File: config.mk
export PLATFORM = sky130hd
export DESIGN_NAME = cache_controller
export DESIGN_NICKNAME = d
export VERILOG_FILES = /design/src/rtl/cache_pkg.sv /design/src/rtl/cache_tag_array.sv /design/src/rtl/cache_controller.sv
export SDC_FILE = /design/constraint.sdc
export NUM_CORES = 1
export LEC_CHECK = 0
export ABC_AREA = 1
export ABC_CLOCK_PERIOD_IN_PS = 6270
export CAP_MARGIN = 20
export CORE_MARGIN = 10
export CORE_UTILIZATION = 30
export DETAILED_ROUTE_END_ITERATION = 6
export PLACE_DENSITY = 0.54
export RECOVER_POWER = 50
export SKIP_LAST_GASP = 1
export SLEW_MARGIN = 10
export SYNTH_ARGS = -nofsm -noshare
export SYNTH_HDL_FRONTEND = slang
export SYNTH_SLANG_ARGS = --single-unit
File: constraint.sdc
create_clock -name clk -period 6.27 [get_ports clk]
set_input_delay 1.254 -clock clk [delete_from_list [all_inputs] [get_ports clk]]
set_output_delay 1.254 -clock clk [all_outputs]
set_load 0.02 [all_outputs]
File: src/rtl/cache_pkg.sv
// Shared geometry, state encoding and helpers for the direct-mapped,
// write-through cache controller.
package cache_pkg;

    localparam int unsigned TAG_W           = 23;
    localparam int unsigned INDEX_W         = 5;
    localparam int unsigned OFFSET_W        = 2;
    localparam int unsigned NUM_BLOCKS      = 32;
    localparam int unsigned WORDS_PER_BLOCK = 4;

    localparam int unsigned WORD_W    = 32;
    localparam int unsigned BLOCK_W   = WORD_W * WORDS_PER_BLOCK;
    localparam int unsigned OFFSET_LSB = 2;
    localparam int unsigned INDEX_LSB = OFFSET_LSB + OFFSET_W;
    localparam int unsigned TAG_LSB   = INDEX_LSB + INDEX_W;

    typedef enum logic [2:0] {
        StIdle,
        StCompare,
        StFetch,
        StFill,
        StWmem
    } cache_state_e;

endpackage

File: src/rtl/cache_tag_array.sv
// Tag and valid storage: one write port, asynchronous read port and a
// single-cycle clear of every valid bit.
module cache_tag_array
    import cache_pkg::*;
#(
    parameter int unsigned TagW = TAG_W
) (
    input  logic               clk,
    input  logic               rst_n,
    input  logic               clear_all,
    input  logic               wr_en,
    input  logic [INDEX_W-1:0] wr_index,
    input  logic [TagW-1:0]    wr_tag,
    input  logic [INDEX_W-1:0] rd_index,
    output logic               rd_valid,
    output logic [TagW-1:0]    rd_tag
);

    logic [NUM_BLOCKS-1:0] valid_q;
    logic [TagW-1:0]       tag_q [NUM_BLOCKS];

    always_ff @(posedge clk) begin
        if (!rst_n) begin
            valid_q <= '0;
        end else if (clear_all) begin
            valid_q <= '0;
        end else if (wr_en) begin
            valid_q[wr_index] <= 1'b1;
        end
    end

    // Tags are qualified by valid, so they need no reset.
    always_ff @(posedge clk) begin
        if (wr_en) begin
            tag_q[wr_index] <= wr_tag;
        end
    end

    assign rd_valid = valid_q[rd_index];
    assign rd_tag   = tag_q[rd_index];

endmodule

File: src/rtl/cache_controller.sv
// Direct-mapped write-through cache controller: read-allocate,
// no-write-allocate, with hit/miss statistics; data storage is external.
module cache_controller
    import cache_pkg::*;
#(
    parameter int unsigned ADDR_W = 32,
    parameter int unsigned STAT_W = 16
) (
    input  logic                clk,
    input  logic                rst_n,
    input  logic                cpu_req,
    input  logic                cpu_we,
    input  logic [ADDR_W-1:0]   cpu_addr,
    input  logic [WORD_W-1:0]   cpu_wdata,
    output logic                cpu_ready,
    output logic [WORD_W-1:0]   cpu_rdata,
    input  logic                inv_all,
    output logic                cache_read_en,
    output logic                cache_write_en,
    output logic                cache_hit,
    output logic                cache_miss,
    output logic [INDEX_W-1:0]  cache_index,
    output logic [OFFSET_W-1:0] cache_offset,
    output logic [BLOCK_W-1:0]  cache_fill,
    output logic [WORD_W-1:0]   cache_wdata,
    input  logic [WORD_W-1:0]   cache_dout,
    output logic                mem_req,
    output logic                mem_we,
    output logic [ADDR_W-1:0]   mem_addr,
    output logic [WORD_W-1:0]   mem_wdata,
    input  logic [BLOCK_W-1:0]  mem_rdata,
    input  logic                mem_ack,
    output logic [STAT_W-1:0]   hit_cnt,
    output logic [STAT_W-1:0]   miss_cnt
);

    localparam int unsigned TagW = ADDR_W - TAG_LSB;

    cache_state_e state_q, state_d;

    logic [ADDR_W-1:0]  addr_q;
    logic               we_q;
    logic [WORD_W-1:0]  wdata_q;
    logic [BLOCK_W-1:0] block_q;
    logic               relookup_q;
    logic [STAT_W-1:0]  hit_cnt_q;
    logic [STAT_W-1:0]  miss_cnt_q;

    logic [INDEX_W-1:0] index;
    logic [TagW-1:0]    tag;
    logic               line_valid;
    logic [TagW-1:0]    line_tag;
    logic               lookup_hit;
    logic               tag_wr;
    logic               tag_clear;
    logic               accept;
    logic               first_lookup;

    assign index        = addr_q[INDEX_LSB +: INDEX_W];
    assign tag          = addr_q[TAG_LSB +: TagW];
    assign lookup_hit   = line_valid && (line_tag == tag);
    assign tag_wr       = (state_q == StFill);
    assign tag_clear    = (state_q == StIdle) && inv_all && !cpu_req;
    assign accept       = (state_q == StIdle) && cpu_req;
    // The lookup following a fill is a replay, not a new access.
    assign first_lookup = (state_q == StCompare) && !relookup_q;

    cache_tag_array #(
        .TagW (TagW)
    ) u_tag_array (
        .clk       (clk),
        .rst_n     (rst_n),
        .clear_all (tag_clear),
        .wr_en     (tag_wr),
        .wr_index  (index),
        .wr_tag    (tag),
        .rd_index  (index),
        .rd_valid  (line_valid),
        .rd_tag    (line_tag)
    );

    always_ff @(posedge clk) begin
        if (!rst_n) begin
            state_q    <= StIdle;
            addr_q     <= '0;
            we_q       <= 1'b0;
            wdata_q    <= '0;
            block_q    <= '0;
            relookup_q <= 1'b0;
            hit_cnt_q  <= '0;
            miss_cnt_q <= '0;
        end else begin
            state_q <= state_d;
            if (accept) begin
                addr_q  <= cpu_addr;
                we_q    <= cpu_we;
                wdata_q <= cpu_wdata;
            end
            if ((state_q == StFetch) && mem_ack) begin
                block_q <= mem_rdata;
            end
            if (state_q == StIdle) begin
                relookup_q <= 1'b0;
            end else if (state_q == StFill) begin
                relookup_q <= 1'b1;
            end
            if (first_lookup) begin
                if (lookup_hit) begin
                    hit_cnt_q <= hit_cnt_q + STAT_W'(1);
                end else begin
                    miss_cnt_q <= miss_cnt_q + STAT_W'(1);
                end
            end
        end
    end

    always_comb begin
        state_d        = state_q;
        cpu_ready      = 1'b0;
        cpu_rdata      = '0;
        cache_read_en  = 1'b0;
        cache_write_en = 1'b0;
        cache_hit      = 1'b0;
        cache_miss     = 1'b0;
        mem_req        = 1'b0;
        mem_we         = 1'b0;
        mem_addr       = '0;
        mem_wdata      = '0;
        unique case (state_q)
            StIdle: begin
                if (cpu_req) begin
                    state_d = StCompare;
                end
            end
            StCompare: begin
                if (we_q) begin
                    // Write-through: update the line only when present.
                    if (lookup_hit) begin
                        cache_write_en = 1'b1;
                        cache_hit      = 1'b1;
                    end
                    state_d = StWmem;
                end else if (lookup_hit) begin
                    cache_read_en = 1'b1;
                    cache_hit     = 1'b1;
                    cpu_ready     = 1'b1;
                    cpu_rdata     = cache_dout;
                    state_d       = StIdle;
                end else begin
                    state_d = StFetch;
                end
            end
            StFetch: begin
                mem_req  = 1'b1;
                mem_addr = {addr_q[ADDR_W-1:INDEX_LSB], {INDEX_LSB{1'b0}}};
                if (mem_ack) begin
                    state_d = StFill;
                end
            end
            StFill: begin
                cache_write_en = 1'b1;
                cache_miss     = 1'b1;
                state_d        = StCompare;
            end
            StWmem: begin
                mem_req   = 1'b1;
                mem_we    = 1'b1;
                mem_addr  = addr_q;
                mem_wdata = wdata_q;
                if (mem_ack) begin
                    cpu_ready = 1'b1;
                    state_d   = StIdle;
                end
            end
            default: begin
                state_d = StIdle;
            end
        endcase
    end

    assign cache_index  = index;
    assign cache_offset = addr_q[OFFSET_LSB +: OFFSET_W];
    assign cache_fill   = block_q;
    assign cache_wdata  = wdata_q;
    assign hit_cnt      = hit_cnt_q;
    assign miss_cnt     = miss_cnt_q;

endmodule

==> impl_results.md <==
- Area grow syn2layout: 27.2%
- Register area share after synthesis: 0.671
- Synth Area per Inst: 10.0 µm²
- Final GP Congestion: ~0.94
- Power Density: between 300 and 400 nW/µm²
- Hold Path Class: flip-flop to flip-flop
- Setup Skew: around 0.033 ns
- Pwr Total: 17.0 mW
- # rows: about 140
- Initial antenna violation count: 33
- Initial Utilization: 0.302
- Congestion Overflow GR: 0
- Leak: approximately 19 nW
- Yosys warns: 0
- Launching point of the worst reg2reg path: addr_q[10]$_SDFFE_PN0P_
- Headroom to the max-slew limit: -0.696
- Vias per std cell: between 4 and 5
- Hold EP: u_tag_array.valid_q[25]$_SDFFE_PP0P_
- Worst-path clk slew: about 0.06 ns
- Max-slew violations: about 700
- I/O pins: ~530
- Clk_lat worst skew: about 0.7 ns
- Critical path required time: between 5 and 6 ns
- Hpwl dp: 102 mm
- Violated checks: capacitance limit, slew limit
- Hold_ws: about 0.46 ns
- Final setup viols: 0
- Die Footprint: around 150000 µm²
- Status: complete, but fails checks
- First-pass GRT wire length: between 200 and 250 mm
- Worst Hold Depth: 2
- Most common cell after layout, fill and taps aside: nand2_1
- Syn Std Cell Area: 40900 µm²
- Buffers added on ports: about 530
- Via count: 31700
- WL final: approximately 160 mm
- Peak supply drop: around 0.22 mV
- Worst-case clock buffer depth: 3
- Largest net degree at the start of global routing: 113
- Wire per inst: between 20 and 25 µm
- Chip width: roughly 390 µm
- DRC viols: 0
- Layout cells sized above 1: 0.0638
- Worst Path Max Fanout: 34
- Critical path startpoint category: flip-flop
- R2r worst-path depth: 12
- Arr. time, crit path: between 4 and 5 ns
- Crit. End Element: primary output
- Clock sink count: about 1000
- Hold buffers post-CTS: 0
- CORE AREA: between 100000 and 150000 µm²
- Placed Area: between 40000 and 50000 µm²
- Pre-antenna DRT Iters: 6
- Vias in the first global route: 30500
- Chip height: between 300 and 400 µm
- Reg-to-reg endpoint: hit_cnt[1]$_SDFFE_PN0P_
- Peak Freq: around 170 MHz
- Most frequent cells in the layout: 1097 x nand2_1, 736 x edfxtp_1, 654 x nand3_1
- Root buf cell: clkbuf_16
- Total GRT Usage: 0.200
- Final hold vios: 0
- Max Cap Viol: 25
- Setup_tns: 0 ns
- Final ANT Viol Nets: 0
- Fin crit period: 6.00 ns
- Hold Startpoint: u_tag_array.valid_q[25]$_SDFFE_PP0P_
- Final period utilization: 0.958
- Synth cell types: 34
- 1st-iter DRT viols: around 3000
- Inserted Clock Buffers: 109
- CP Launch Point: addr_q[10]$_SDFFE_PN0P_
- CTS tree: yes
- Worst reg2reg setup slack: roughly 2.4 ns
- Final Cell Area: 52000 µm²
- Worst-Margin Slew: ~2.5 ns
- Syn_nets: approximately 4300
- FF+latch count, synth: between 1000 and 1500
- Final net count: 4823
- WS Path Type: flip-flop to primary output
- Post-Syn Instances: 4089
- # H-tree levels: 3
==> critical path, stage by stage, from the launching register on <==
cell and delay [ns]:
dfxtp_1 0.30, clkbuf_1 1.01, inv_1 0.45, nand3_1 0.32, nand2_1 0.08, nor2_1 0.11, nand2_1 0.06, nor2_1 0.25
nand2_1 0.14, nor2_4 0.25, nand2_8 0.23, nor2_1 0.18, clkdlybuf4s50_1 0.63
==> cell usage after synthesis <==
cell	number	area share
nand2_1	1099	0.10
edfxtp_1	736	0.54
nand3_1	654	0.080
nor2_1	540	0.050
dfxtp_1	266	0.13
o21ai_0	199	0.024
inv_1	158	0.015
buf_2	105	0.013
a21oi_1	99	0.012
clkbuf_1	89	0.0082
buf_4	22	0.0040
buf_6	22	0.0061
nor2_2	20	0.0031
nand4_1	16	0.0024
nor3_1	16	0.0020
buf_1	10	0.00092
xnor2_1	7	0.0015
xor2_1	7	0.0015
nor4_1	5	0.00077
and3_1	2	0.00031
ha_1	2	0.00061
inv_2	2	0.00018
nor2_4	2	0.00055
a22oi_1	1	0.00018
clkinv_1	1	0.000092
inv_6	1	0.00021
nand2_4	1	0.00028
nand2_8	1	0.00049
nand3_2	1	0.00024
nor3b_1	1	0.00018
nor4b_1	1	0.00021
o21ai_1	1	0.00012
o21ba_2	1	0.00024
o22ai_1	1	0.00015
==> cell type report <==
| type | instances | area (µm²) |
|---|---|---|
| Antenna cell | 18 | 45.0 |
| Clock buffer | 147 | 2990 |
| Clock inverter | 56 | 663 |
| Fill cell | 13500 | 83500 |
| Inverter | 162 | 631 |
| Multi-Input combinational cell | 2677 | 11700 |
| Sequential cell | 1002 | 27400 |
| Tap cell | 1781 | 2230 |
| Timing Repair Buffer | 639 | 6300 |
==> layer usage <==
layer | track usage | routed length [µm] | vias to the layer above
li1 | - | - | 14800
met1 | 0.247 | 62100 | 15300
met2 | 0.331 | 75500 | 1238
met3 | 0.0652 | 14800 | 235
met4 | 0.0577 | 4170 | 20
met5 | 0 | 146 | -
==> kinds of logic after synthesis <==
logic type,Yosys count,share of synthesized area
AO/OA/AOI/OAI,302,0.0372
buffers and inverters,410,0.0471
adder cells (fa/ha/maj),2,0.000612
flip-flops,1002,0.671
AND/OR/NAND/NOR,2359,0.241
XOR/XNOR,14,0.00300
==> how the worst max path moves through the flow <==
stage                          end  cells past startpoint
global route         cpu_rdata[29]                     20
CTS                      cpu_ready                     20
global placement         cpu_ready                     20
finish               cpu_rdata[27]                     12
floorplan           cache_write_en                     20
detailed placement       cpu_ready                     20
==> metrics by stage <==
stage,setup slack [ns],util,instances
6_report,0.265,0.384,6482
3_5_place_dp,0.817,0.357,6251
5_1_grt,-0.00842,0.384,6475
3_3_place_gp,0.847,0.357,6248
4_1_cts,0.0704,0.384,6454
2_1_floorplan,2.49,-,4089
==> timing repair <==
| action | CTS | global route |
|---|---|---|
| gates resized for setup | 2 | 3 |
| endpoints found under the setup margin | 1 | 36 |
| buffers inserted | 0 | 6 |
==> report_power, final <==
| part | switching, mW | internal (mW) | total (mW) |
|---|---|---|---|
| Clock | 2.72 | 3.88 | 6.60 |
| Sequential | 0.118 | 7.41 | 7.53 |
| Combinational | 2.02 | 0.901 | 2.92 |
| Total | 4.85 | 12.2 | 17.0 |
==> state kept, by name (all words and copies together), names as in the netlist, named ones only <==
signal and flops:
addr_q 32, cache_fill 128, cache_wdata 32, hit_cnt 16, miss_cnt 16, relookup_q 1, state_q 3, u_tag_array.tag_q 736
u_tag_array.valid_q 32, we_q 1
Note: power is estimated with default switching activity, not from simulation.
